### config.mk
export PLATFORM = sky130hd
export DESIGN_NAME = sram_burst_reader
export DESIGN_NICKNAME = d
export VERILOG_FILES = /design/src/rtl/sram_burst_reader.sv
export SDC_FILE = /design/constraint.sdc
export NUM_CORES = 1
export LEC_CHECK = 0
export CAP_MARGIN = 40
export CORE_UTILIZATION = 40
export CTS_CLUSTER_SIZE = 30
export DETAILED_ROUTE_END_ITERATION = 16
export PLACE_DENSITY_LB_ADDON = 0.25
export RECOVER_POWER = 100
export SETUP_SLACK_MARGIN = 0.1
export SYNTH_ARGS = -nofsm -noshare
export SYNTH_HDL_FRONTEND = slang
export SYNTH_SLANG_ARGS = --single-unit
export TNS_END_PERCENT = 10
### constraint.sdc
create_clock -name clk -period 2.8 [get_ports clk]
set_input_delay 0.28 -clock clk [delete_from_list [all_inputs] [get_ports clk]]
set_output_delay 0.28 -clock clk [all_outputs]
set_load 0.1 [all_outputs]
### src/rtl/sram_burst_reader.sv
// sram_burst_reader: burst reader on RAM port B feeding a valid/ready stream through a small FIFO
module sram_burst_reader #(
    parameter int RAM_WIDTH = 8,
    parameter int RAM_DEPTH = 64,
    parameter int ADDR_SIZE = 8,
    parameter int LEN_SIZE  = 8,
    parameter int BUF_DEPTH = 4
) (
    input  logic                 clk,
    input  logic                 reset,
    input  logic                 start,
    input  logic [ADDR_SIZE-1:0] start_addr,
    input  logic [LEN_SIZE-1:0]  length,
    output logic                 busy,
    output logic                 done,
    output logic                 err,
    output logic [ADDR_SIZE-1:0] sram_addr,
    output logic                 sram_rwenable,
    input  logic [RAM_WIDTH-1:0] sram_rdata,
    output logic [RAM_WIDTH-1:0] out_data,
    output logic                 out_valid,
    input  logic                 out_ready,
    output logic                 out_last
);
    localparam int AW = $clog2(BUF_DEPTH);
    localparam int CW = AW + 1;
    typedef enum logic [1:0] {IDLE, ISSUE, DRAIN} state_t;
    state_t state_q, state_d;
    logic busy_q, busy_d, done_q, done_d, err_q, err_d, valid_q, valid_d;
    logic [ADDR_SIZE-1:0] sram_addr_q, sram_addr_d, addr_q, addr_d;
    logic [LEN_SIZE-1:0] rem_q, rem_d;
    logic rd1_q, rd1_d, rd2_q, rd2_d, last1_q, last1_d, last2_q, last2_d;
    logic [BUF_DEPTH-1:0][RAM_WIDTH-1:0] data_q, data_d;
    logic [BUF_DEPTH-1:0] lst_q, lst_d;
    logic [CW-1:0] cnt_q, cnt_d;
    logic [AW-1:0] wr;
    logic pop, issue;
    function automatic logic [ADDR_SIZE-1:0] next_addr(input logic [ADDR_SIZE-1:0] a);
        return (32'(a) == RAM_DEPTH - 1) ? '0 : a + 1'b1;
    endfunction
    always_comb begin
        state_d = state_q;
        busy_d = busy_q;
        done_d = 1'b0;
        err_d = 1'b0;
        sram_addr_d = sram_addr_q;
        addr_d = addr_q;
        rem_d = rem_q;
        rd1_d = 1'b0;
        last1_d = 1'b0;
        rd2_d = rd1_q;
        last2_d = last1_q;
        pop = valid_q & out_ready;
        // reads in flight are reserved against buffer space so a stalled consumer never overflows it
        issue = state_q == ISSUE && (32'(cnt_q) + 32'(rd1_q) + 32'(rd2_q) < BUF_DEPTH);
        if (state_q == IDLE && start) begin
            if (32'(start_addr) >= RAM_DEPTH) err_d = 1'b1;
            else if (length == '0) done_d = 1'b1;
            else begin
                state_d = (length == LEN_SIZE'(1)) ? DRAIN : ISSUE;
                busy_d = 1'b1;
                rd1_d = 1'b1;
                last1_d = length == LEN_SIZE'(1);
                sram_addr_d = start_addr;
                addr_d = next_addr(start_addr);
                rem_d = length - 1'b1;
            end
        end
        if (issue) begin
            rd1_d = 1'b1;
            last1_d = rem_q == LEN_SIZE'(1);
            sram_addr_d = addr_q;
            addr_d = next_addr(addr_q);
            rem_d = rem_q - 1'b1;
            state_d = (rem_q == LEN_SIZE'(1)) ? DRAIN : ISSUE;
        end
        if (state_q == DRAIN && pop && lst_q[0]) begin
            state_d = IDLE;
            busy_d = 1'b0;
            done_d = 1'b1;
        end
        wr = AW'(cnt_q - CW'(pop));
        data_d = pop ? data_q >> RAM_WIDTH : data_q;
        lst_d = pop ? lst_q >> 1 : lst_q;
        if (rd2_q) begin
            data_d[wr] = sram_rdata;
            lst_d[wr] = last2_q;
        end
        cnt_d = cnt_q + CW'(rd2_q) - CW'(pop);
        valid_d = cnt_d != '0;
    end
    always_ff @(posedge clk) begin
        if (!reset) begin
            state_q <= IDLE;
            busy_q <= 1'b0;
            done_q <= 1'b0;
            err_q <= 1'b0;
            valid_q <= 1'b0;
            sram_addr_q <= '0;
            addr_q <= '0;
            rem_q <= '0;
            rd1_q <= 1'b0;
            rd2_q <= 1'b0;
            last1_q <= 1'b0;
            last2_q <= 1'b0;
            data_q <= '0;
            lst_q <= '0;
            cnt_q <= '0;
        end else begin
            state_q <= state_d;
            busy_q <= busy_d;
            done_q <= done_d;
            err_q <= err_d;
            valid_q <= valid_d;
            sram_addr_q <= sram_addr_d;
            addr_q <= addr_d;
            rem_q <= rem_d;
            rd1_q <= rd1_d;
            rd2_q <= rd2_d;
            last1_q <= last1_d;
            last2_q <= last2_d;
            data_q <= data_d;
            lst_q <= lst_d;
            cnt_q <= cnt_d;
        end
    end
    assign busy = busy_q;
    assign done = done_q;
    assign err = err_q;
    assign sram_addr = sram_addr_q;
    assign sram_rwenable = 1'b0;
    assign out_data = data_q[0];
    assign out_valid = valid_q;
    assign out_last = valid_q & lst_q[0];
endmodule

==> results.ini <==
[status]
status=finished, final reports clean

[run]
drv_cap=0

[cells_and_area]
layout.nets=543
area_growth_syn_to_layout_pct=15.3
final_common_cell=nand2_1
n_antenna_cell=0
utilization_pct=48.6
nFillCells=901
layout-drive-gt1-share_pct=6.69
final_cell_mix=100 x nand2_1, 73 x dfxtp_1, 47 x nor2_1

[worst_setup_path]
worstPathArrival_ns=2.63
worstRegToRegCells=7
critPathKind=flip-flop to flip-flop
slowest_delay_ns=0.44
slowest_stage=dfxtp_1
endpoint_kind=flip-flop
cp.required_ns=3.04
cp_max_fo=7
startpoint_type=flip-flop
crit_path_cell_trace=ha_1 > a21o_1 > a32oi_1 > nand2_1 > clkbuf_1 > o211a_1 > o31a_1

[power_and_ir_drop]
ir_drop_mv=0.475
power.leakage_nw=1.52
p_comb_share_pct=37.9
power.share.clock_pct=23.3
p_switching_w=0.00148
power_density_nw_per_um2=785
p_int_w=0.00189
swShare_pct=44.0
seq_power_share_pct=38.9

[cts]
clockRootBuffer=clkbuf_8
clock_latency_ns=0.35
clockBufferDepth=2
ctsHoldBuffers=0
path_clk_slew_ns=0.09
cts_tree=done
post_cts_resize_count=0
numCtsBuffers=9
cts_max_level=3
cts_sinks=73
post_cts_buffers=0

[synth]
syn_avg_cell_area_um2=8.01
synth_top_area_share_pct=39.2
synth_cell_types=59
synth_top_area_cell=dfxtp_1
ys_ff_latch=73
netlist_area_um2=3730
yosys_warnings=0
synthArstFlopShare_pct=0
synth_edf_count=0
synthTopCellsByArea=dfxtp_1 39%, nand2_1 10%, a311oi_1 7.8%, nor2_1 4.7%, ha_1 3.7%
synth_ff_type=dfxtp_1
synth.net_count=505
ys_seq_area_share_pct=39.2
synth_cells=465

[drt]
dr.pass1.iters=7
post_drt_wl_per_cell_um=14.8
drt_wl_total_mm=9.12
drtIter0Drc=163
detail_route.drc_violations=0
detail-route-antenna-nets=0
vias=3430
vias_per_cell=5.57

[timing]
worstMarginPinSlew_ns=1.17
period_share_pct=85.2
slew_violations=0
fmax_mhz=419
setup_viol=0
timing.hold.ws_ns=0.445
rsz0062_at_grt=no
skew_ns=0.0107
hold_violations=0
relSlewSlack_pct=22.1
setup_tns_ns=0
fin_crit_ns=2.39

[place]
dp_hpwl_mm=6.36
gp_congestion=0.889
io_buffers=48

[floorplan]
rows=34
die_h_um=98.5
die-area_um2=9710
initial_core_util_pct=42.1
pin_count=50
core_um2=8850
fp.dieW_um=98.5

[global_routing]
grt_overflow=0
grt_pass1_wl_mm=15.5
grt_pass1_vias=3293
antenna_found_initial=0
grt_max_degree=46
grt_usage_pct=19.7

[min_path]
worstHoldPathCells=1
hold_class=flip-flop to flip-flop

-- metal layers --
metal / track usage [%] / part of all wire [%] / routed length [um]
met5: 0 / 0 / 0
met4: 5.74 / 0.60 / 55
met3: 4.75 / 5.4 / 490
met2: 33.0 / 48 / 4340
met1: 25.3 / 46 / 4240
-- worst max-delay path, delay by kind of cell (launching register included) --
family	cells	cell delay [ns]
compound gates	4	1.08
buf+inv	1	0.24
flops	1	0.44
fa+ha+maj	1	0.28
simple gates	1	0.24
-- cell usage after synthesis, types with 4 or more instances --
cell      instances
nand2_1         100
dfxtp_1          73
nor2_1           47
a311oi_1         33
nand3_1          25
a21oi_1          20
clkbuf_1         16
inv_1            13
ha_1             11
nor3_1           10
and2_1            9
buf_4             9
buf_1             7
a31oi_1           6
o21ai_0           5
xor2_1            5
nand2b_1          4
nor3b_1           4
o31a_1            4
xnor2_1           4
-- cells by family after synthesis --
group                      count (synthesis)  share of synthesized area [%]
other                                      1                          0.101
and+or+nand+nor                          223                           27.8
xor gates and xnor gates                   9                           2.12
DFF                                       73                           39.2
AOI/OAI and AO/OA                         95                           19.4
muxes                                      3                          0.839
adders and majority gates                 12                           4.23
buffers and inverters                     49                           6.35
-- area by class of cell --
class | instances | area [um2] | share of cell area [%]
Clock buffer | 9 | 124 | 2.88
Clock inverter | 7 | 61.3 | 1.43
Inverter | 14 | 52.6 | 1.22
Multi-Input combinational cell | 343 | 2020 | 47.1
Sequential cell | 73 | 1460 | 34.0
Tap cell | 108 | 135 | 3.15
Timing Repair Buffer | 62 | 440 | 10.3
-- power by group through the flow --
stage	clock network [W]	registers [W]	logic (W)
finish	0.000785	0.00131	0.00128
global route	0.000870	0.00133	0.00138
CTS	0.000812	0.00131	0.00133
detailed placement	0	0.00133	0.00133
global placement	0	0.00133	0.00132
floorplan	0	0.00156	0.000767
-- path summary, 6_finish.rpt --
check	start	end	slack [ns]
worst min register to register	last1_q$_SDFF_PN0_	last2_q$_SDFF_PN0_	0.44
worst min-delay path	last1_q$_SDFF_PN0_	last2_q$_SDFF_PN0_	0.44
worst max-delay path	rd2_q$_SDFF_PN0_	rem_q[6]$_SDFFE_PN0P_	0.41
worst max register to register	rd2_q$_SDFF_PN0_	rem_q[6]$_SDFFE_PN0P_	0.41
-- flip-flops by register name (all words and copies together) (netlist names) --
signal,flops
rd2_q,1
lst_q,4
addr_q,8
cnt_q,3
rd1_q,1
rem_q,8
out_valid,1
err,1
done,1
last2_q,1
data_q,24
out_data,8
sram_addr,8
busy,1
state_q,2
last1_q,1
-- stage by stage --
stage                     cells  total power, W  cell area (um2)  setup WS, ns
after floorplan             465         0.00233             3730         0.132
after global placement      600         0.00265             4220         0.285
after detailed placement    600         0.00266             4220         0.229
after CTS                   616         0.00346             4410         0.479
after global routing        616         0.00358             4300         0.286
final                       616         0.00337             4300         0.415
(Power assumes the default switching activity.)
